[src/rtl/serial_comparator.sv]
// Multi-cycle W-bit magnitude comparator: D-bit ripple subtract per cycle.
// Define SIGNED_CMP_EN for a two's-complement compare.
module serial_comparator #(
  parameter int W = 8,
  parameter int D = 2
) (
  input  logic         clk,
  input  logic         rst_n,
  input  logic         start,
  input  logic [W-1:0] a,
  input  logic [W-1:0] b,
  output logic         busy,
  output logic         done,
  output logic [1:0]   r,
  output logic         zr,
  output logic         brw
);

  localparam int S  = W / D;
  localparam int CW = (S > 1) ? $clog2(S) : 1;
  localparam logic [CW-1:0] LAST = CW'(S - 1);

  typedef enum logic [1:0] {
    IDLE,
    RUN,
    DONE
  } state_t;

  state_t        state_q;
  logic [W-1:0]  a_q;
  logic [W-1:0]  b_q;
  logic [CW-1:0] cnt_q;
  logic          bor_q;
  logic          nz_q;
  logic          anz_q;
  logic          busy_q;
  logic          done_q;
  logic [1:0]    r_q;
  logic          zr_q;
  logic          brw_q;

  logic [W-1:0]  a_cap;
  logic [W-1:0]  b_cap;
  logic [D:0]    sl_d;
  logic          bor_d;
  logic          nz_d;
  logic [1:0]    r_d;

  // Flipping the MSBs maps two's-complement order onto unsigned order.
  always_comb begin
    a_cap = a;
    b_cap = b;
`ifdef SIGNED_CMP_EN
    a_cap[W-1] = ~a[W-1];
    b_cap[W-1] = ~b[W-1];
`else
    a_cap[W-1] = a[W-1];
    b_cap[W-1] = b[W-1];
`endif
  end

  assign sl_d  = {1'b0, a_q[D-1:0]}
               - {1'b0, b_q[D-1:0]}
               - {{D{1'b0}}, bor_q};
  assign bor_d = sl_d[D];
  assign nz_d  = nz_q | (|sl_d[D-1:0]);

  always_comb begin
    r_d = 2'b00;
    unique case (1'b1)
      (!nz_q &&  anz_q): r_d = 2'b00;
      (!nz_q && !anz_q): r_d = 2'b11;
      ( nz_q && !bor_q): r_d = 2'b01;
      ( nz_q &&  bor_q): r_d = 2'b10;
      default:           r_d = 2'b00;
    endcase
  end

  always_ff @(posedge clk or negedge rst_n) begin
    if (!rst_n) begin
      state_q <= IDLE;
      a_q     <= '0;
      b_q     <= '0;
      cnt_q   <= '0;
      bor_q   <= 1'b0;
      nz_q    <= 1'b0;
      anz_q   <= 1'b0;
      busy_q  <= 1'b0;
      done_q  <= 1'b0;
      r_q     <= 2'b00;
      zr_q    <= 1'b0;
      brw_q   <= 1'b0;
    end else begin
      done_q <= 1'b0;
      unique case (state_q)
        IDLE: begin
          if (start) begin
            a_q     <= a_cap;
            b_q     <= b_cap;
            cnt_q   <= '0;
            bor_q   <= 1'b0;
            nz_q    <= 1'b0;
            anz_q   <= |a;
            busy_q  <= 1'b1;
            state_q <= RUN;
          end
        end
        RUN: begin
          bor_q <= bor_d;
          nz_q  <= nz_d;
          a_q   <= a_q >> D;
          b_q   <= b_q >> D;
          if (cnt_q == LAST) begin
            cnt_q   <= '0;
            state_q <= DONE;
          end else begin
            cnt_q <= cnt_q + CW'(1);
          end
        end
        DONE: begin
          done_q  <= 1'b1;
          busy_q  <= 1'b0;
          r_q     <= r_d;
          zr_q    <= nz_q;
          brw_q   <= bor_q;
          state_q <= IDLE;
        end
        default: state_q <= IDLE;
      endcase
    end
  end

  assign busy = busy_q;
  assign done = done_q;
  assign r    = r_q;
  assign zr   = zr_q;
  assign brw  = brw_q;

endmodule

[config.mk]
export PLATFORM = sky130hd
export DESIGN_NAME = serial_comparator
export DESIGN_NICKNAME = d
export VERILOG_FILES = /design/src/rtl/serial_comparator.sv
export SDC_FILE = /design/constraint.sdc
export NUM_CORES = 1
export LEC_CHECK = 0
export CORE_UTILIZATION = 52
export DETAILED_ROUTE_END_ITERATION = 10
export GPL_TIMING_DRIVEN = 0
export PLACE_DENSITY = 0.76
export SYNTH_ARGS = -nofsm -noshare
export SYNTH_HDL_FRONTEND = slang
export SYNTH_SLANG_ARGS = --single-unit
[constraint.sdc]
create_clock -name clk -period 2.65 [get_ports clk]
set_input_delay 0.6625 -clock clk [delete_from_list [all_inputs] [get_ports clk]]
set_output_delay 0.6625 -clock clk [all_outputs]
set_load 0.05 [all_outputs]
==> impl_results.md, run 1 <==
- Syn_area_per_cell: 9.891 sq um
- PostCTS Resize Cnt: 0
- Placer congestion estimate: 0.7301
- WS Path Type: reg -> out
- Crit-path cells: clkdlybuf4s50_1
- Finished Cell Area: 1782 sq um
- P_int: around 0.0012 W
- Sequential power share: 0.384
- Synth top cells by count: 29 x dfrtp_1, 21 x nand2_1, 18 x a21oi_1
- Slowest stage cell, crit path: clkdlybuf4s50_1
- Die span in x: 55.06 microns
- Vias: 1158
- Max-cap viol count: 0
- Clock Sinks: 29
- Adder-cell area share of the yosys netlist: 0.05299
- I/O Buffers: 23
- Peak supply drop: 0.8673 mV
- #FFs+latches synth: 29
- Post-synth EDFFs: 0
- Largest net degree at the start of global routing: 30
- Post-CTS setup buffer count: 0
- Core box area: 2567 sq um
- Max FO, Critical Path: 2
- Logic pwr share: 0.479
- DR pass1 iterations: 4
- Sequential element share of the synthesized area: 0.4957
- Ports: 25
- Post-synthesis mux area share: 0.01795
- Row count: 18
- # hold bufs at CTS: 0
- Worst-Margin Slew: ~630 ps
- CP endpoint kind: output pin
- Fmax: approximately 0.46 GHz
- All-Layer GR Usage: 0.2400
- WL/cell: 14.59 microns
- Yosys cell types: 26
- Dpl hpwl: 2239 microns
- Die footprint: 3032 sq um
- Fin. Hold Viols: 0
- RSZ-0062 raised after global routing: no
- Post-synth ARST share: 1.000
- Top delay family on crit path: buffers and inverters
- Slew Viols, Final: 0
- Layout Utilization: 0.6940
- CTS root buffer: clkbuf_4
- Status: complete, no violations
- Area leader, netlist: dfrtp_1
- Crit share post-route: 0.8142
- Max Clock Skew: 5.655 ps
- First-pass GRT wire length: slightly below 5000 microns
- Antenna violations before repair: 0
- Synth-to-layout area growth: 21.71%
- Leak: 0.8553 nW
- Synthesis Warnings: 0
- Synth Flop Type: dfrtp_1
- Layout cell share with drive strength beyond 1: 0.1067
- DRC: 0
- Clk Latency, worst-skew pair: 330 ps
- Post-synthesis cell count: 148
- CP Data Arrival Time: about 1500 ps
- Largest stage delay, worst path: 810 ps
- Post-synth top area share: 0.4957
- Area contributors post-synth: dfrtp_1 50%, and3b_1 7.2%, a21oi_1 6.2%
- Clock share of power: 0.137
- CTS H-tree lvls: 2
- Worst rel slew slack: 0.5774
- Nets: between 200 and 250
- Total wire length: slightly above 3000 microns
- Worst Hold Class: in -> async
- ANT nets after route: 0
- CP Launch Type: flip-flop
- CTS tree: built
- Post-synthesis simple-gate area fraction: 0.1906
- Most numerous cell in the Yosys netlist: dfrtp_1
- Remaining global-route overflow: 0
- Largest family of logic cells by synthesized area: simple AND/OR/NAND/NOR gates
- PwrDens: ~1100 nW/um^2
- Number of global-route vias before repair: 1097
- Initial core utilization: 0.5702
- Placed Area: roughly 1700 sq um
- Critical path buffer and inverter count: 1
- Setup TNS: 0 ps
- Sw Share: 0.4095
- Final Setup Violations: 0
- Compound-Gate Fraction of Synth Area: 0.1795
- Drt first-iter violations: 11
- Longest Clk Path Bufs: 2
- Clock buffer count from CTS: 5
- Reg clk slew, reported paths: 80 ps
- Cell Area, Synth: approximately 1500 sq um
- Ant. Diodes: 0
- Post-Syn Nets: 172
- Post-DR vias/cell: 5.567
- Filler cells: roughly 210
- Tmin final: around 2200 ps
- Required time worst endpoint: 1990 ps
- Die height: 55.06 microns
- Net Sw Power: about 0.0008 W
- Post-synthesis xor/xnor area fraction: 0.005983
==> registers in the layout, summed over array words and instances, names as in the netlist <==
name and count:
zr 1, b_q 8, busy 1, brw 1
cnt_q 2, bor_q 1, done 1, r 2
nz_q 1, anz_q 1, a_q 8, state_q 2
==> power by group through the flow <==
stage               registers (W)  logic [W]  clock network, W
finish                   0.000753   0.000939          0.000268
global route             0.000777    0.00105          0.000290
CTS                      0.000753   0.000955          0.000276
detailed placement       0.000762   0.000950                 0
global placement         0.000748   0.000912                 0
floorplan                0.000862   0.000559                 0
==> area by class of cell <==
class,count,area [sq um],area share
Multi-Input combinational cell,103,654.4,0.3673
Sequential cell,29,725.7,0.4073
Timing Repair Buffer,23,225.2,0.1264
Clock buffer,7,55.05,0.03090
Tap cell,30,37.54,0.02107
Inverter,7,26.28,0.01475
Buffer,9,57.56,0.03230
==> path summary, 6_finish.rpt <==
kind,slack (ps),from,cells after the start,to
setup reg to reg,580,bor_q$_DFFE_PN0P_,9,nz_q$_DFFE_PN0P_
setup / recovery,490,busy$_DFFE_PN0P_,1,busy
hold / removal,350,rst_n,1,b_q[4]$_DFFE_PN0P_
max in group asynchronous,1890,rst_n,1,b_q[7]$_DFFE_PN0P_
min in group clk,500,b_q[3]$_DFFE_PN0P_,2,b_q[3]$_DFFE_PN0P_
hold reg to reg,500,b_q[3]$_DFFE_PN0P_,2,b_q[3]$_DFFE_PN0P_
==> routing by layer <==
layer / share of wire / global-route usage
met1: 0.46 / 0.2771
met2: 0.48 / 0.4157
met3: 0.044 / 0.08197
met4: 0.0099 / 0.07500
met5: 0 / 0
==> layout by cell type (no fill, tap or decap), types with 5 or more instances in the layout <==
master and count:
nand2_1 21, inv_1 7, clkdlybuf4s50_1 22, and3b_1 12
buf_2 5, a21oi_1 18, o21ai_1 8, dfrtp_1 29
clkbuf_4 5, o21ai_0 14
==> logic make-up (layout without fill, tap and decap cells) <==
logic type | count (synthesis) | count (layout)
buffers and inverters | 16 | 46
DFF | 29 | 29
and+or+nand+nor | 49 | 49
AOI/OAI and AO/OA | 46 | 46
adders and majority gates | 5 | 5
xor gates and xnor gates | 1 | 1
muxes | 2 | 2
==> stage by stage <==
stage / std cells / total power [W] / hold WS [ps] / setup WS (ps)
6_report: 208 / 0.001960 / 346.0 / 492.4
5_1_grt: 208 / 0.002120 / 392.7 / 424.5
4_1_cts: 208 / 0.001985 / 494.2 / 473.3
3_5_place_dp: 201 / 0.001712 / 475.2 / 432.0
3_3_place_gp: 201 / 0.001660 / 463.5 / 473.4
2_1_floorplan: 148 / 0.001421 / 366.9 / 732.9
Note: power is estimated with default switching activity, not from simulation.
==> run 2, diff against run 1 <==
--- a/config.mk
+++ b/config.mk
@@ -5,10 +5,10 @@
 export SDC_FILE = /design/constraint.sdc
 export NUM_CORES = 1
 export LEC_CHECK = 0
-export CORE_UTILIZATION = 52
+export CORE_UTILIZATION = 47
 export DETAILED_ROUTE_END_ITERATION = 10
 export GPL_TIMING_DRIVEN = 0
-export PLACE_DENSITY = 0.76
+export PLACE_DENSITY = 0.72
 export SYNTH_ARGS = -nofsm -noshare
 export SYNTH_HDL_FRONTEND = slang
 export SYNTH_SLANG_ARGS = --single-unit
==> constraint.sdc (replaced) <==
create_clock -name clk -period 1.8 [get_ports clk]
set_input_delay 0.45 -clock clk [delete_from_list [all_inputs] [get_ports clk]]
set_output_delay 0.45 -clock clk [all_outputs]
set_load 0.05 [all_outputs]
==> run 2 against run 1 <==
Against the previous run: the flow now finishes with violations (DRC, setup timing); worst setup slack got worse by 670 ps; clock power increased to 2.5 times the previous value; utilization decreased by 5.1 points; critical path depth increased by 7; critical endpoint is now nz_q$_DFFE_PN0P_; sequential power increased by 46%; sequential share of layout area decreased by 1.1 points; die area increased by 10%; clock skew increased by 4.2 ps; wire length increased by 0.69%; register-to-register slack got worse by 760 ps; critical path type is now reg -> reg; count of clock-buffer cells in the layout decreased by 2.
==> impl_results.md, run 2 (synthesized netlist as in run 1, its figures left out) <==
- Status: finished, violations left
- Failing checks: DRC, setup timing
- Max Clock Skew: 9.897 ps
- Placed Area: about 1700 sq um
- DRC: 1
- Largest stage delay, worst path: 580 ps
- Worst rel slew slack: 0.5756
- Post-DR vias/cell: 5.479
- Most frequent cell on the critical path: fa_1
- Setup TNS: -246.2 ps
- Crit-path cells: inv_2 > fa_1 > ha_2 > nor2_1 > fa_1 > inv_1 > o21ai_1 > nand2_1
- CP endpoint kind: flip-flop
- RSZ-0062 raised after global routing: yes
- Top delay family on crit path: adder cells
- Slew Viols, Final: 0
- Die height: 57.81 microns
- Commonest non-fill, non-tap cell in the layout: dfrtp_1
- Clk Latency, worst-skew pair: 330 ps
- Antenna violations before repair: 0
- Placer congestion estimate: 0.8422
- Synth-to-layout area growth: 25.21%
- DR pass1 iterations: 7
- First-pass GRT wire length: 4981 microns
- Leak: 0.8899 nW
- ANT nets after route: 0
- WHS: 124.2 ps
- WL/cell: 14.48 microns
- Critical path buffer and inverter count: 2
- Worst Hold Class: in -> async
- Initial core utilization: 0.5132
- Ports: 25
- All-Layer GR Usage: 0.2024
- Max FO, Critical Path: 2
- # hold bufs at CTS: 0
- CP Data Arrival Time: 2220 ps
- CP Launch Type: flip-flop
- CTS tree: built
- Max-cap viol count: 0
- Vias: ~1200
- Remaining global-route overflow: 0
- Number of global-route vias before repair: between 1000 and 1500
- Core box area: about 2900 sq um
- Die span in x: 57.81 microns
- Fin. Hold Viols: 0
- PwrDens: 1715 nW/um^2
- Reg clk slew, reported paths: 100 ps
- Ant. Diodes: 0
- Tmin final: 1980 ps
- Most frequent cells in the layout: 29 x dfrtp_1, 21 x nand2_1, 18 x a21oi_1
- PnR worst setup slack: -180.0 ps
- CTS H-tree lvls: 2
- Clock buffer count from CTS: 5
- Peak supply drop: 0.8116 mV
- Total wire length: 3055 microns
- Layout cell share with drive strength beyond 1: 0.1389
- Longest Clk Path Bufs: 2
- Final Setup Violations: 2
- Required time worst endpoint: 2040 ps
- Fmax: 0.5051 GHz
- Worst-Margin Slew: 636.6 ps
- Drt first-iter violations: 44
- Slowest stage cell, crit path: fa_1
- Biggest regs: a_q: 8 flops, b_q: 8 flops
- Row count: 19
- Clock Sinks: 29
- I/O Buffers: 23
- Dpl hpwl: approximately 2100 microns
- Crit share post-route: 1.100
- WS Path Type: reg -> reg
- CTS root buffer: clkbuf_4
- Finished Cell Area: around 1800 sq um
- Tot Pwr: 0.003144 W
- Largest net degree at the start of global routing: 30
- Die footprint: about 3300 sq um
- Nets: about 200
run 2: worst paths after layout:
check,from,slack [ps],cells after the start,end
worst min-delay path,rst_n,120,1,nz_q$_DFFE_PN0P_
min in group clk,brw$_DFFE_PN0P_,480,2,brw$_DFFE_PN0P_
worst min register to register,brw$_DFFE_PN0P_,480,2,brw$_DFFE_PN0P_
worst max-delay path,b_q[0]$_DFFE_PN0P_,-180,8,nz_q$_DFFE_PN0P_
max in group asynchronous,rst_n,1250,1,a_q[4]$_DFFE_PN0P_
worst max register to register,b_q[0]$_DFFE_PN0P_,-180,8,nz_q$_DFFE_PN0P_
run 2: metal layers:
layer	global-route usage	share of wire	vias to the layer above
met2	0.3333	0.49	30
met1	0.2482	0.45	555
met3	0.06027	0.045	4
met4	0.08503	0.016	0
li1	-	-	567
met5	0	0	-
run 2: timing repair:
action | 4_1_cts | 5_1_grt
gates resized for setup | 6 | 2
setup endpoints to repair | 8 | 2
pin swaps | 0 | 2
buffers inserted | 1 | 0
run 2: where the power goes:
part	internal (W)	total, W	switching, W
sequential	0.000908	0.00110	0.000193
clock	0.000430	0.000674	0.000244
combinational	0.000593	0.00137	0.000776
total	0.00193	0.00314	0.00121
run 2: layout make-up:
cell class | instances | area, sq um
fill | 243 | 1020
clock inverter | 3 | 65.06
buffer | 9 | 57.56
tap | 31 | 38.79
clock buffer | 5 | 37.54
inverter | 7 | 26.28
timing repair buffer | 24 | 225.2
sequential | 29 | 725.7
multi-input combinational | 103 | 656.9
run 2: stage by stage:
step	cells	setup WS, ps	utilization
floorplan	148	-116.0	-
global placement	202	-222.6	0.6075
detailed placement	202	-227.0	0.6075
CTS	211	-185.4	0.6434
global route	211	-315.8	0.6425
finish	211	-180.0	0.6425
==> run 3, diff against run 2 <==
--- a/config.mk
+++ b/config.mk
@@ -5,6 +5,8 @@
 export SDC_FILE = /design/constraint.sdc
 export NUM_CORES = 1
 export LEC_CHECK = 0
+export ABC_CLOCK_PERIOD_IN_PS = 1800
+export CORE_MARGIN = 2
 export CORE_UTILIZATION = 47
 export DETAILED_ROUTE_END_ITERATION = 10
 export GPL_TIMING_DRIVEN = 0
==> run 3 against run 2 <==
Against the previous run: the flow finishes with violations (setup timing); flip-flop and latch count did not move; power shrank 5.1%; clock skew is 2.7 ps lower; first-iteration DRC count is 6.8% higher; global-route usage up 0.69 points; non-clock buffer count rose by 1; cell count grew 1.4%; count of clock-buffer cells in the layout increased by 2; critical endpoint unchanged.
==> impl_results.md, run 3 (synthesized netlist as in run 1, its figures left out) <==
- Dpl hpwl: around 2300 microns
- Largest stage delay, worst path: 570 ps
- Logic pwr share: 0.473
- Die footprint: 3577 sq um
- Max-cap viol count: 0
- DRC: 0
- CP Data Arrival Time: 2260 ps
- Clk Latency, worst-skew pair: between 300 and 400 ps
- Fin cells: about 210
- Initial core utilization: 0.4875
- CP endpoint kind: flip-flop
- PnR worst setup slack: -228.9 ps
- All-Layer GR Usage: 0.2093
- WS Path Type: reg -> reg
- Status: finished, violations left
- CP Launch Type: flip-flop
- Net Sw Power: 0.001234 W
- DR pass1 iterations: 4
- Clock buffer count from CTS: 5
- # hold bufs at CTS: 0
- Commonest non-fill, non-tap cell in the layout: dfrtp_1
- Crit-path cells: inv_2 > fa_1 > ha_2 > nor2_2 > fa_1 > inv_1 > o21ai_1 > nand2_1
- M1 wire length: 1411 microns
- Worst-Margin Slew: 644.6 ps
- Layout Utilization: 0.6038
- Clock Sinks: 29
- Leak: 0.8816 nW
- Vias: 1170
- I/O Buffers: 23
- PwrDens: 1645 nW/um^2
- Final Setup Violations: 2
- DR WL met3: 161 microns
- Tmin final: roughly 2000 ps
- Slowest stage cell, crit path: fa_1
- Critical path buffer and inverter count: 2
- P_int: 0.001749 W
- Setup TNS: -315.7 ps
- Nets: slightly above 200
- Remaining global-route overflow: 0
- WL/cell: 14.99 microns
- Fin. Hold Viols: 0
- Die height: 59.81 microns
- Placed Instances: 204
- CTS root buffer: clkbuf_4
- Post-DR vias/cell: 5.467
- Ports: 25
- Sequential power share: 0.374
- Top layer in use: met4
- Top delay family on crit path: adder cells
- Max FO, Critical Path: 2
- Longest Clk Path Bufs: 2
- Placer congestion estimate: between 0.7 and 0.8
- CTS H-tree lvls: 2
- CTS tree: built
- Worst rel slew slack: 0.5702
- Worst Setup SP: bor_q$_DFFE_PN0P_
- Core box area: 3003 sq um
- Ant. Diodes: 0
- Layout cell share with drive strength beyond 1: 0.1492
- Crit share post-route: 1.127
- First-pass GRT wire length: 5402 microns
- Met2 WL: 1561 microns
- Required time worst endpoint: roughly 2000 ps
- Largest net degree at the start of global routing: 30
- Finished Cell Area: 1813 sq um
- Drt first-iter violations: 47
- Antenna violations before repair: 0
- Number of global-route vias before repair: 1203
- Most frequent cells in the layout: 29 x dfrtp_1, 21 x nand2_1, 18 x a21oi_1
- Placed Area: 1735 sq um
- Max Clock Skew: between 7 and 8 ps
- Tot Pwr: 0.002983 W
- Total wire length: 3208 microns
- Clock share of power: 0.154
- ANT nets after route: 0
- RSZ-0062 raised after global routing: yes
- Sw Share: 0.4136
- Most frequent cell on the critical path: fa_1
- Worst Hold Class: in -> async
- Reg clk slew, reported paths: 90 ps
- Peak supply drop: 0.7330 mV
- Row count: 20
- Failing checks: setup timing
- Slew Viols, Final: 0
- Biggest regs: a_q: 8 flops, b_q: 8 flops
- Die span in x: 59.81 microns
- Fmax: 0.4929 GHz
- Synth-to-layout area growth: 23.85%
- Reg2reg start: bor_q$_DFFE_PN0P_
-- run 3: area by class of cell --
type                    instances  area, sq um
well taps                      33        41.29
clock inverters                 1        5.005
flip-flops and latches         29        725.7
inverters                       7        26.28
fillers                       283         1190
multi-input cells             103        659.4
plain buffers                   9        57.56
repair buffers                 25        232.7
clock buffers                   7        65.06
-- run 3: what timing repair did --
item                       CTS  global route
resized for setup            7             2
setup endpoints to repair    8             2
buffers inserted             1             1
cloned                       0             0
-- run 3: worst register-to-register path, cell delays in order, from the launching register on --
cell,delay [ps]
dfrtp_1,370
inv_2,50
fa_1,570
ha_2,190
nor2_2,40
fa_1,480
inv_1,40
o21ai_1,120
nand2_1,70
-- run 3: per-layer routing --
layer	up-vias	GRT usage
li1	565	-
met1	573	0.2712
met2	24	0.3230
met3	8	0.06494
met4	0	0.08889
met5	-	0
-- run 3: per-stage QoR --
step                      hold WS, ps  worst slack [ps]
after floorplan                 154.4            -116.0
after global placement          464.0            -202.4
after detailed placement        476.0            -243.0
after CTS                       496.9            -213.5
after global routing            165.6            -303.3
final                           135.2            -228.9
-- run 3: power by group through the flow --
stage / Combinational (W) / Sequential (W) / Clock, W
6_report: 0.00141 / 0.00111 / 0.000459
5_1_grt: 0.00157 / 0.00115 / 0.000509
4_1_cts: 0.00139 / 0.00111 / 0.000475
3_5_place_dp: 0.00140 / 0.00113 / 0
3_3_place_gp: 0.00134 / 0.00111 / 0
2_1_floorplan: 0.000834 / 0.00127 / 0
-- run 3: worst paths after layout --
check | slack, ps | cells past startpoint | endpoint
min in group clk | 490 | 2 | r[0]$_DFFE_PN0P_
worst max register to register | -230 | 8 | nz_q$_DFFE_PN0P_
worst min register to register | 490 | 2 | r[0]$_DFFE_PN0P_
max in group asynchronous | 1250 | 1 | b_q[1]$_DFFE_PN0P_
worst min-delay path | 140 | 1 | r[0]$_DFFE_PN0P_
worst max-delay path | -230 | 8 | nz_q$_DFFE_PN0P_
